===== config.mk =====
export PLATFORM = sky130hd
export DESIGN_NAME = z_piso_32
export DESIGN_NICKNAME = d
export VERILOG_FILES = /design/src/rtl/z_piso_32.sv
export SDC_FILE = /design/constraint.sdc
export NUM_CORES = 1
export LEC_CHECK = 0
export CORE_MARGIN = 5
export CORE_UTILIZATION = 40
export CTS_BUF_LIST = sky130_fd_sc_hd__clkbuf_16
export DETAILED_ROUTE_END_ITERATION = 8
export PLACE_DENSITY = 0.67
export SETUP_SLACK_MARGIN = 0.1
export SLEW_MARGIN = 20
export SYNTH_ARGS = -nofsm -noshare
export SYNTH_HDL_FRONTEND = slang
export SYNTH_SLANG_ARGS = --single-unit

===== constraint.sdc =====
create_clock -name clk -period 2.29 [get_ports clk]
set_clock_uncertainty 0.1 [all_clocks]
set_input_delay 0.229 -clock clk [delete_from_list [all_inputs] [get_ports clk]]
set_output_delay 0.229 -clock clk [all_outputs]
set_load 0.02 [all_outputs]

===== src/rtl/z_piso_32.sv =====
// rtl/z_piso_32.sv - parallel-in serial-out transmitter with valid/ready load and valid/last framing
//
// Purpose: accepts a WIDTH-bit word over a valid/ready handshake and shifts it
// out one bit per enabled clock. Back-to-back words are sent with no idle gap.
// A global clock enable freezes all state.
//
// Ports:
//   clk         rising-edge clock
//   reset       asynchronous active-high reset
//   ena         clock enable; low = every register holds, no handshake completes
//   load_valid  producer has a word on load_data
//   load_data   parallel word, sampled only on an accepted load
//   load_ready  block can accept a word this cycle (combinational from state/cnt)
//   sout        serial data bit
//   sout_valid  sout carries a live bit
//   sout_last   current bit is the final bit of the word
//   busy        FSM is in SHIFT
module z_piso_32 #(
  parameter int WIDTH     = 32,
  parameter bit LSB_FIRST = 1'b1
) (
  input  logic             clk,
  input  logic             reset,
  input  logic             ena,
  input  logic             load_valid,
  input  logic [WIDTH-1:0] load_data,
  output logic             load_ready,
  output logic             sout,
  output logic             sout_valid,
  output logic             sout_last,
  output logic             busy
);

  localparam int            CW   = $clog2(WIDTH);
  localparam logic [CW-1:0] LAST = CW'(WIDTH - 1);

  typedef enum logic {IDLE, SHIFT} state_t;

  state_t           state, state_n;
  logic [WIDTH-1:0] shreg, shreg_n;
  logic [CW-1:0]    cnt, cnt_n;
  logic             accept;
  logic             at_last;

  always_ff @(posedge clk or posedge reset) begin
    if (reset) begin
      state <= IDLE;
      shreg <= '0;
      cnt   <= '0;
    end else begin
      state <= state_n;
      shreg <= shreg_n;
      cnt   <= cnt_n;
    end
  end

  always_comb begin
    state_n    = state;
    shreg_n    = shreg;
    cnt_n      = cnt;
    at_last    = (state == SHIFT) && (cnt == LAST);
    // Ready on the final bit as well, so the next word follows without a bubble.
    load_ready = (state == IDLE) || at_last;
    accept     = ena && load_valid && load_ready;

    if (ena) begin
      case (state)
        IDLE: begin
          if (accept) begin
            shreg_n = load_data;
            cnt_n   = '0;
            state_n = SHIFT;
          end
        end
        SHIFT: begin
          if (!at_last) begin
            if (LSB_FIRST) shreg_n = {1'b0, shreg[WIDTH-1:1]};
            else           shreg_n = {shreg[WIDTH-2:0], 1'b0};
            cnt_n = cnt + CW'(1);
          end else if (accept) begin
            shreg_n = load_data;
            cnt_n   = '0;
          end else begin
            state_n = IDLE;
          end
        end
        default: state_n = IDLE;
      endcase
    end
  end

  // Output bit is forced to 0 outside SHIFT so an idle line reads low.
  assign sout       = (state == SHIFT) && (LSB_FIRST ? shreg[0] : shreg[WIDTH-1]);
  assign sout_valid = (state == SHIFT);
  assign sout_last  = at_last;
  assign busy       = (state == SHIFT);

endmodule

==> impl_metrics.py, run 1 <==
metrics = {
    "timing": {
        "drv_slew": 0,
        "slew_headroom_pct": 62.3,
        "final.min_clock_period_ns": 2.13,
        "setup_violations": 0,
        "timing.final.hold_violations": 0,
        "tns_ns": 0,
        "tightestPinTransition_ns": 0.563,
        "rsz0062_at_grt": "false",
        "hold_ws_ns": 0.277,
        "fmax_mhz": 470,
        "post-route-period-util_pct": 92.8,
    },
    "finish": {
        "area_growth_syn_to_layout_pct": 39.4,
        "fin_nets": 248,
        "layout_common_cells": "dfrtp_1 (38), clkdlybuf4s50_1 (38), inv_1 (21), a21oi_1 (19), o32ai_1 (18)",
        "drive_gt1_share_pct": 15.2,
        "num_antenna_cells": 0,
        "stdcell_area_um2": 2450,
        "fin_cells": 263,
    },
    "pwr": {
        "p_seq_share_pct": 44.0,
        "clkPwrFrac_pct": 28.1,
        "p_switching_uw": 667,
        "p_int_uw": 1630,
        "combPwrFrac_pct": 27.9,
        "p_leak_uw": 0.00112,
        "p_per_area_nw_per_um2": 937,
        "peakVddDrop_mv": 0.387,
        "power_uw": 2300,
        "sw_frac_of_total_pct": 29.0,
    },
    "drt": {
        "routed-via-count": 1474,
        "antenna_left": 0,
        "drc": 0,
        "first_pass_iters": 4,
        "avgViaCountPerCell": 5.60,
        "dr.first_iter.drc_count": 123,
        "wire_per_inst_um": 17.2,
        "drt_wl_total_um": 4530,
    },
    "placed_design": {
        "dpl.cell_count": 246,
        "gp_congestion": 0.732,
        "place_hpwl_um": 2910,
        "dpl-instance-area_um2": 2190,
        "port_buffers": 40,
    },
    "yosys": {
        "synth_top_cell_by_area": "dfrtp_1",
        "synthSimpleGateAreaFrac_pct": 8.10,
        "synth_top_area_share_pct": 54.0,
        "ys_ff_latch": 38,
        "yosys.area_share.adder_pct": 1.42,
        "synth_compound_area_share_pct": 26.2,
        "muxShareOfSynthArea_pct": 0.569,
        "yosys_warnings": 0,
        "synth_cell_type_count": 29,
        "synth_nets": 197,
        "synth-xor-area-share_pct": 0,
        "synth_area_leaders": "dfrtp_1 (54%), o32ai_1 (9.0%), a221o_1 (6.8%)",
        "avgSynthCellArea_um2": 11.1,
        "postSynthCellCount": 159,
        "synth_top_family_by_area": "compound AO/OA/AOI/OAI gates",
        "yosysSeqAreaShare_pct": 54.0,
        "syn-cell-area_um2": 1760,
    },
    "worst_setup_path": {
        "critPathLaunch": "cnt[1]$_DFFE_PP0P_",
        "cp_max_fo": 14,
        "cp-end-kind": "register",
        "worstPathRequired_ns": 2.34,
        "start_kind": "register",
        "reg2reg_depth": 8,
        "endpoint": "shreg[15]$_DFFE_PP0P_",
        "critPathKind": "register to register",
        "reg2reg_from": "cnt[1]$_DFFE_PP0P_",
        "r2r_slack_ns": 0.16,
        "reg2reg_to": "shreg[15]$_DFFE_PP0P_",
        "worstPathArrival_ns": 2.18,
    },
    "grt": {
        "antenna_found_initial": 0,
        "overflow": 0,
        "grt_pass1_vias": 1538,
        "grt_max_degree": 39,
        "grt_pass1_wl_um": 7380,
        "grt_usage_pct": 15.7,
    },
    "clocking": {
        "cts_buffers": 5,
        "h-tree-depth": 2,
        "cts_root_buf": "clkbuf_16",
        "cts_hold_buf": 0,
        "cts_tree": "done",
        "path_clk_slew_ns": 0.05,
        "cts.sinks": 38,
        "cts_buffer_depth": 2,
        "clk_latency_ns": 0.28,
    },
    "floorplanning": {
        "rows": 24,
        "die_y_um": 76.3,
        "fp.coreArea_um2": 4320,
        "io_pins": 41,
        "initial_core_util_pct": 40.7,
        "dieArea_um2": 5830,
        "die_w_um": 76.3,
    },
    "job": {
        "cap_viol_max_count": 0,
    },
    "run_status": {
        "status": "completed",
    },
    "hold_path": {
        "min_path_type": "input port to async pin",
    },
}
[power by group through the flow]
stage	Clock, µW	Combinational (µW)	Sequential, µW
2_1_floorplan	0	419	986
3_3_place_gp	0	556	1010
3_5_place_dp	0	585	1020
4_1_cts	659	640	1010
5_1_grt	695	714	1040
6_report	646	643	1010
[synthesized netlist by cell type]
master and instances:
inv_2 1, nor2_2 1, nand3b_1 1, nand3_1 1, nor2_1 7, a21o_1 1
o21ai_1 1, nand2_2 1, dfrtp_1 38, clkbuf_1 1, buf_2 7, or3_1 1
a22o_1 4, a21oi_1 19, nand2_1 2, ha_1 2, o21ai_0 1, buf_6 4
o32ai_1 18, a221o_1 12, inv_1 20, and2_1 2, mux2i_1 1, and2b_4 1
nand3b_2 1, buf_4 1, a32o_1 2, o21ai_4 1, and3_1 7
[critical path, stage by stage, from the launching register on]
cell	delay, ns
dfrtp_1	0.39
ha_2	0.19
and3_1	0.18
ha_1	0.18
and2b_4	0.28
buf_6	0.13
buf_12	0.13
nor2_4	0.09
a221o_1	0.32
[final cells by class]
class / count / area (µm²)
fill: 385 / 1870
sequential: 38 / 951
multi-input combinational: 89 / 672
timing repair buffer: 55 / 551
clock buffer: 5 / 125
inverter: 21 / 78.8
tap: 52 / 65.1
clock inverter: 3 / 12.5
[logic make-up (layout without fill, tap and decap cells)]
| group | Yosys count | after routing |
|---|---|---|
| compound gates | 59 | 61 |
| flops | 38 | 38 |
| buf+inv | 34 | 84 |
| simple gates | 25 | 25 |
| fa+ha+maj | 2 | 2 |
| mux | 1 | 1 |
[sequential cells by signal, summed over array words and instances, names as in the netlist]
| signal | flops |
|---|---|
| busy | 1 |
| cnt | 5 |
| shreg | 32 |
[per-layer routing]
layer  share of wire (%)  wire (µm)  track usage (%)
met5                   0          0                0
met4                 1.0         47             5.42
met3                 3.3        149             4.85
met2                  51       2320             25.8
met1                  44       2010             19.6
[worst min path at each step]
stage | startpoint | endpoint | slack, ns | depth (start not counted)
after floorplan | load_data[31] | shreg[31]$_DFFE_PP0P_ | 0.26 | 1
after global placement | shreg[16]$_DFFE_PP0P_ | shreg[16]$_DFFE_PP0P_ | 0.39 | 1
after detailed placement | shreg[23]$_DFFE_PP0P_ | shreg[23]$_DFFE_PP0P_ | 0.39 | 1
after CTS | reset | shreg[1]$_DFFE_PP0P_ | 0.28 | 3
after global routing | reset | shreg[4]$_DFFE_PP0P_ | 0.34 | 3
final | reset | shreg[1]$_DFFE_PP0P_ | 0.28 | 3
[stage by stage]
step | utilization (%) | worst slack, ns
4_1_cts | 56.3 | 0.0633
2_1_floorplan | - | 0.278
6_report | 56.8 | 0.164
3_5_place_dp | 50.8 | -0.0700
3_3_place_gp | 50.8 | 0.00276
5_1_grt | 56.8 | 0.107
[timing repair]
| action | 4_1_cts | 5_1_grt |
|---|---|---|
| buffers inserted | 5 | 1 |
| cloned | 2 | 1 |
| endpoints found under the setup margin | 31 | 19 |
| resized for setup | 9 | 4 |
| pin swaps | 0 | 2 |
Power figures use the tool's default switching activity.
==> inputs of run 2 (changes only) <==
--- a/config.mk
+++ b/config.mk
@@ -5,7 +5,7 @@
 export SDC_FILE = /design/constraint.sdc
 export NUM_CORES = 1
 export LEC_CHECK = 0
-export CORE_MARGIN = 5
+export CORE_ASPECT_RATIO = 1.1
 export CORE_UTILIZATION = 40
 export CTS_BUF_LIST = sky130_fd_sc_hd__clkbuf_16
 export DETAILED_ROUTE_END_ITERATION = 8
==> constraint.sdc (replaced) <==
create_clock -name clk -period 2.29 [get_ports clk]
set_clock_uncertainty 0.1 [all_clocks]
set_input_delay 0.229 -clock clk [delete_from_list [all_inputs] [get_ports clk]]
set_output_delay 0.229 -clock clk [all_outputs]
set_load 0.01 [all_outputs]
==> run 2 against run 1 <==
Against the previous run:
- die area is 20% lower
- largest cell class unchanged
- critical path depth is 1 lower
- first-iteration DRC count is 43% lower
- non-clock buffer count is 5 lower
- critical path type unchanged
- setup slack better by 0.00088 ns
- clock power is 19% higher
- global-route usage is 4.5 points higher
- utilization is 1.9 points higher
- critical endpoint is now shreg[29]$_DFFE_PP0P_
- routed wire length is 4.3% lower
- combinational power is 6.8% lower
- via count is 1.9% lower
- count of clock-buffer cells in the layout stayed put
==> impl_metrics.py, run 2 (synthesized netlist as in run 1, its figures left out) <==
metrics = {
    "worst_setup_path": {
        "critPathLaunch": "cnt[1]$_DFFE_PP0P_",
        "worstPathArrival_ns": 2.18,
        "reg2reg_to": "shreg[29]$_DFFE_PP0P_",
        "critPathKind": "register to register",
        "r2r_slack_ns": 0.17,
        "endpoint": "shreg[29]$_DFFE_PP0P_",
        "start_kind": "register",
        "cp-end-kind": "register",
        "cp_max_fo": 18,
        "reg2reg_from": "cnt[1]$_DFFE_PP0P_",
        "reg2reg_depth": 7,
        "worstPathRequired_ns": 2.34,
    },
    "timing": {
        "final.min_clock_period_ns": 2.12,
        "hold_ws_ns": 0.271,
        "tightestPinTransition_ns": 0.655,
        "slew_headroom_pct": 56.3,
        "fmax_mhz": 471,
        "drv_slew": 0,
        "setup_ws_ns": 0.165,
        "post-route-period-util_pct": 92.8,
        "rsz0062_at_grt": "true",
        "timing.final.hold_violations": 0,
        "setup_violations": 0,
    },
    "placed_design": {
        "port_buffers": 40,
        "dpl.cell_count": 247,
        "gp_congestion": 0.737,
        "pre_cts_ws_ns": -0.00677,
        "place_hpwl_um": 2820,
    },
    "finish": {
        "fillerInstances": 355,
        "utilization_pct": 58.7,
        "area_growth_syn_to_layout_pct": 36.1,
        "largest_reg_flops": 32,
        "layout_common_cells": "dfrtp_1 (38), clkdlybuf4s50_1 (38), inv_1 (20), a21oi_1 (19), o32ai_1 (18)",
        "max_flop_register": "shreg",
        "drive_gt1_share_pct": 13.7,
        "fin_nets": 242,
        "num_antenna_cells": 0,
        "fin_cells": 257,
    },
    "drt": {
        "drc": 0,
        "dr.first_iter.drc_count": 70,
        "first_pass_iters": 4,
        "antenna_left": 0,
        "routed-via-count": 1446,
        "wire_per_inst_um": 16.8,
        "avgViaCountPerCell": 5.63,
        "drt_wl_total_um": 4330,
    },
    "clocking": {
        "cts.sinks": 38,
        "cts_buffers": 5,
        "h-tree-depth": 2,
        "cts_buffer_depth": 2,
        "clk_latency_ns": 0.28,
        "cts_root_buf": "clkbuf_16",
        "cts_tree": "done",
        "path_clk_slew_ns": 0.06,
        "cts_hold_buf": 0,
    },
    "grt": {
        "grt_pass1_wl_um": 7160,
        "grt_max_degree": 39,
        "grt_pass1_vias": 1519,
        "overflow": 0,
        "antenna_found_initial": 0,
        "grt_usage_pct": 20.3,
    },
    "floorplanning": {
        "fp.coreArea_um2": 4080,
        "die_w_um": 65.3,
        "rows": 24,
        "die_y_um": 71.6,
        "dieArea_um2": 4670,
        "initial_core_util_pct": 43.1,
        "io_pins": 41,
    },
    "job": {
        "cap_viol_max_count": 0,
    },
    "pwr": {
        "peakVddDrop_mv": 0.576,
        "sw_frac_of_total_pct": 27.7,
        "combPwrFrac_pct": 25.2,
        "p_switching_uw": 659,
        "p_per_area_nw_per_um2": 994,
        "p_leak_uw": 0.00108,
        "p_int_uw": 1720,
        "p_seq_share_pct": 42.6,
        "clkPwrFrac_pct": 32.2,
    },
    "hold_path": {
        "min_path_type": "input port to async pin",
    },
    "run_status": {
        "status": "completed",
    },
}
[run 2: worst min-delay path by stage]
stage,slack [ns],start,end,depth (start not counted)
detailed placement,0.39,cnt[4]$_DFFE_PP0P_,cnt[4]$_DFFE_PP0P_,1
global route,0.32,reset,shreg[14]$_DFFE_PP0P_,3
floorplan,0.26,load_data[31],shreg[31]$_DFFE_PP0P_,1
finish,0.27,reset,shreg[14]$_DFFE_PP0P_,3
global placement,0.39,shreg[26]$_DFFE_PP0P_,shreg[26]$_DFFE_PP0P_,1
CTS,0.28,reset,shreg[14]$_DFFE_PP0P_,3
[run 2: metrics by stage]
| step | instance area, µm² | total power [µW] | setup TNS, ns |
|---|---|---|---|
| 3_5_place_dp | 2200 | 1600 | -0.0119 |
| 3_3_place_gp | 2200 | 1570 | 0 |
| 6_report | 2400 | 2380 | 0 |
| 5_1_grt | 2400 | 2530 | 0 |
| 2_1_floorplan | 1760 | 1390 | 0 |
| 4_1_cts | 2380 | 2390 | 0 |
[run 2: critical path: stages (launching register included)]
cell and delay (ns):
dfrtp_1 0.40, ha_2 0.19, and3_1 0.19, ha_2 0.19
and2b_4 0.30, buf_6 0.20, nor2_4 0.11, a221o_1 0.31
[run 2: final cells by class]
| cell class | instances | area [µm²] | share of cell area [%] |
|---|---|---|---|
| Timing Repair Buffer | 50 | 473 | 19.7 |
| Multi-Input combinational cell | 88 | 658 | 27.5 |
| Inverter | 21 | 78.8 | 3.29 |
| Sequential cell | 38 | 951 | 39.7 |
| Clock inverter | 3 | 45.0 | 1.88 |
| Tap cell | 52 | 65.1 | 2.72 |
| Clock buffer | 5 | 125 | 5.22 |
[run 2: power by group through the flow]
stage | combinational (µW) | clock, µW | sequential [µW]
2_1_floorplan | 409 | 0 | 985
3_3_place_gp | 560 | 0 | 1010
3_5_place_dp | 580 | 0 | 1020
4_1_cts | 593 | 783 | 1010
5_1_grt | 673 | 820 | 1040
6_report | 599 | 768 | 1010
[run 2: per-layer routing]
| layer | GRT usage (%) | share of wire, % |
|---|---|---|
| met1 | 25.4 | 43 |
| met2 | 34.7 | 50 |
| met3 | 5.10 | 6.2 |
| met4 | 5.07 | 0.72 |
| met5 | 0 | 0 |
[run 2: timing repair]
item / 4_1_cts / 5_1_grt
resized for setup: 3 / 5
pin swaps: 1 / 1
setup endpoints to repair: 23 / 34
buffers inserted: 0 / 1
cloned: 1 / 0
==> inputs of run 3 (changes only) <==
--- a/config.mk
+++ b/config.mk
@@ -15,3 +15,4 @@
 export SYNTH_ARGS = -nofsm -noshare
 export SYNTH_HDL_FRONTEND = slang
 export SYNTH_SLANG_ARGS = --single-unit
+export TNS_END_PERCENT = 10
==> run 3 against run 2 <==
Against the previous run:
- critical path depth did not move
- register-to-register slack is essentially flat
- fmax grew 0.10%
- first-iteration DRC count fell by 11%
- setup slack gained 0.0021 ns
- sequential power hardly changed
- via count about the same
- die area unchanged
- critical endpoint is now shreg[9]$_DFFE_PP0P_
- largest cell class unchanged
==> impl_metrics.py, run 3 (synthesized netlist as in run 1, its figures left out) <==
metrics = {
    "timing": {
        "timing.final.hold_violations": 0,
        "setup_violations": 0,
        "rsz0062_at_grt": "true",
        "setup_ws_ns": 0.167,
        "post-route-period-util_pct": 92.7,
        "drv_slew": 0,
        "tightestPinTransition_ns": 0.652,
        "fmax_mhz": 471,
        "slew_headroom_pct": 56.6,
        "final.min_clock_period_ns": 2.12,
        "tns_ns": 0,
    },
    "drt": {
        "dr.first_iter.drc_count": 62,
        "drc": 0,
        "drt_wl_total_um": 4300,
        "first_pass_iters": 4,
        "wire_per_inst_um": 16.8,
        "avgViaCountPerCell": 5.65,
        "routed-via-count": 1447,
        "antenna_left": 0,
    },
    "pwr": {
        "power_uw": 2380,
        "clkPwrFrac_pct": 32.4,
        "p_per_area_nw_per_um2": 994,
        "combPwrFrac_pct": 24.8,
        "p_seq_share_pct": 42.8,
        "peakVddDrop_mv": 0.570,
        "p_leak_uw": 0.00108,
        "p_int_uw": 1720,
        "sw_frac_of_total_pct": 27.7,
        "p_switching_uw": 658,
    },
    "finish": {
        "layout_common_cells": "dfrtp_1 (38), clkdlybuf4s50_1 (38), inv_1 (20), a21oi_1 (19), o32ai_1 (18)",
        "num_antenna_cells": 0,
        "largest_reg_flops": 32,
        "fin_nets": 241,
        "area_growth_syn_to_layout_pct": 35.7,
        "fin_cells": 256,
        "drive_gt1_share_pct": 12.7,
        "max_flop_register": "shreg",
    },
    "placed_design": {
        "place_hpwl_um": 2820,
        "port_buffers": 40,
        "dpl.cell_count": 247,
        "gp_congestion": 0.737,
        "pre_cts_ws_ns": -0.00677,
    },
    "worst_setup_path": {
        "r2r_slack_ns": 0.17,
        "cp_max_fo": 15,
        "worstPathArrival_ns": 2.17,
        "start_kind": "register",
        "reg2reg_from": "cnt[1]$_DFFE_PP0P_",
        "cp-end-kind": "register",
        "reg2reg_to": "shreg[9]$_DFFE_PP0P_",
        "worstPathRequired_ns": 2.34,
        "reg2reg_depth": 7,
        "critPathKind": "register to register",
    },
    "hold_path": {
        "min_path_type": "input port to async pin",
    },
    "clocking": {
        "path_clk_slew_ns": 0.06,
        "post_cts_buffers": 0,
        "cts_buffer_depth": 2,
        "cts_buffers": 5,
        "h-tree-depth": 2,
        "cts_tree": "done",
        "cts_root_buf": "clkbuf_16",
        "cts.sinks": 38,
        "clk_latency_ns": 0.28,
    },
    "floorplanning": {
        "initial_core_util_pct": 43.1,
        "die_w_um": 65.3,
        "die_y_um": 71.6,
        "dieArea_um2": 4670,
        "fp.coreArea_um2": 4080,
        "io_pins": 41,
        "rows": 24,
    },
    "grt": {
        "overflow": 0,
        "grt_usage_pct": 20.2,
        "antenna_found_initial": 0,
        "grt_max_degree": 39,
        "grt_pass1_vias": 1515,
        "grt_pass1_wl_um": 7140,
    },
    "run_status": {
        "status": "completed",
    },
    "job": {
        "cap_viol_max_count": 0,
    },
}
## run 3: changes by cell type in the layout (fill, tap and decap cells not counted)
cell / before / now
ha_1: 0 / 1
buf_6: 1 / 0
buf_8: 0 / 1
ha_2: 2 / 1
buf_4: 9 / 8
## run 3: worst max path at each step
stage / end / startpoint / depth (start not counted)
detailed placement: shreg[9]$_DFFE_PP0P_ / cnt[1]$_DFFE_PP0P_ / 7
global route: shreg[19]$_DFFE_PP0P_ / cnt[1]$_DFFE_PP0P_ / 6
finish: shreg[9]$_DFFE_PP0P_ / cnt[1]$_DFFE_PP0P_ / 7
global placement: shreg[8]$_DFFE_PP0P_ / cnt[1]$_DFFE_PP0P_ / 7
floorplan: shreg[25]$_DFFE_PP0P_ / cnt[0]$_DFFE_PP0P_ / 7
CTS: shreg[15]$_DFFE_PP0P_ / cnt[1]$_DFFE_PP0P_ / 7
## run 3: worst max-delay path, cell delays in order, from the launching register on
cell and delay, ns:
dfrtp_1 0.37, ha_2 0.20, and3_1 0.15, ha_1 0.18, and2b_4 0.23, o21ai_4 0.42
buf_4 0.25, a21oi_1 0.08
## run 3: repair_timing
item	CTS	global route
hold buffers	0	0
pin swaps	1	0
endpoints found under the setup margin	23	32
gates cloned	1	0
resized for setup	5	3
## run 3: metal layers
layer | vias up | track usage, % | wire length [µm]
li1 | 676 | - | -
met1 | 719 | 25.4 | 1880
met2 | 48 | 34.6 | 2110
met3 | 4 | 5.10 | 257
met4 | 0 | 5.07 | 44
met5 | - | 0 | 0
## run 3: layout make-up
class                      count  area, µm²
clock inverter                 3       45.0
multi-input combinational     88        656
timing repair buffer          49        469
inverter                      21       78.8
tap                           52       65.1
sequential                    38        951
clock buffer                   5        125
fill                         352       1690
## run 3: power groups by stage
stage / clock, µW / sequential, µW / combinational (µW)
after floorplan: 0 / 985 / 409
after global placement: 0 / 1010 / 560
after detailed placement: 0 / 1020 / 580
after CTS: 783 / 1010 / 594
after global routing: 820 / 1040 / 663
final: 770 / 1020 / 590
## run 3: stage by stage
step / instance area, µm² / hold WS (ns) / util [%]
detailed placement: 2200 / 0.392 / 53.9
global placement: 2200 / 0.391 / 53.9
global route: 2390 / 0.317 / 58.5
CTS: 2390 / 0.283 / 58.5
finish: 2390 / 0.267 / 58.5
floorplan: 1760 / 0.262 / -
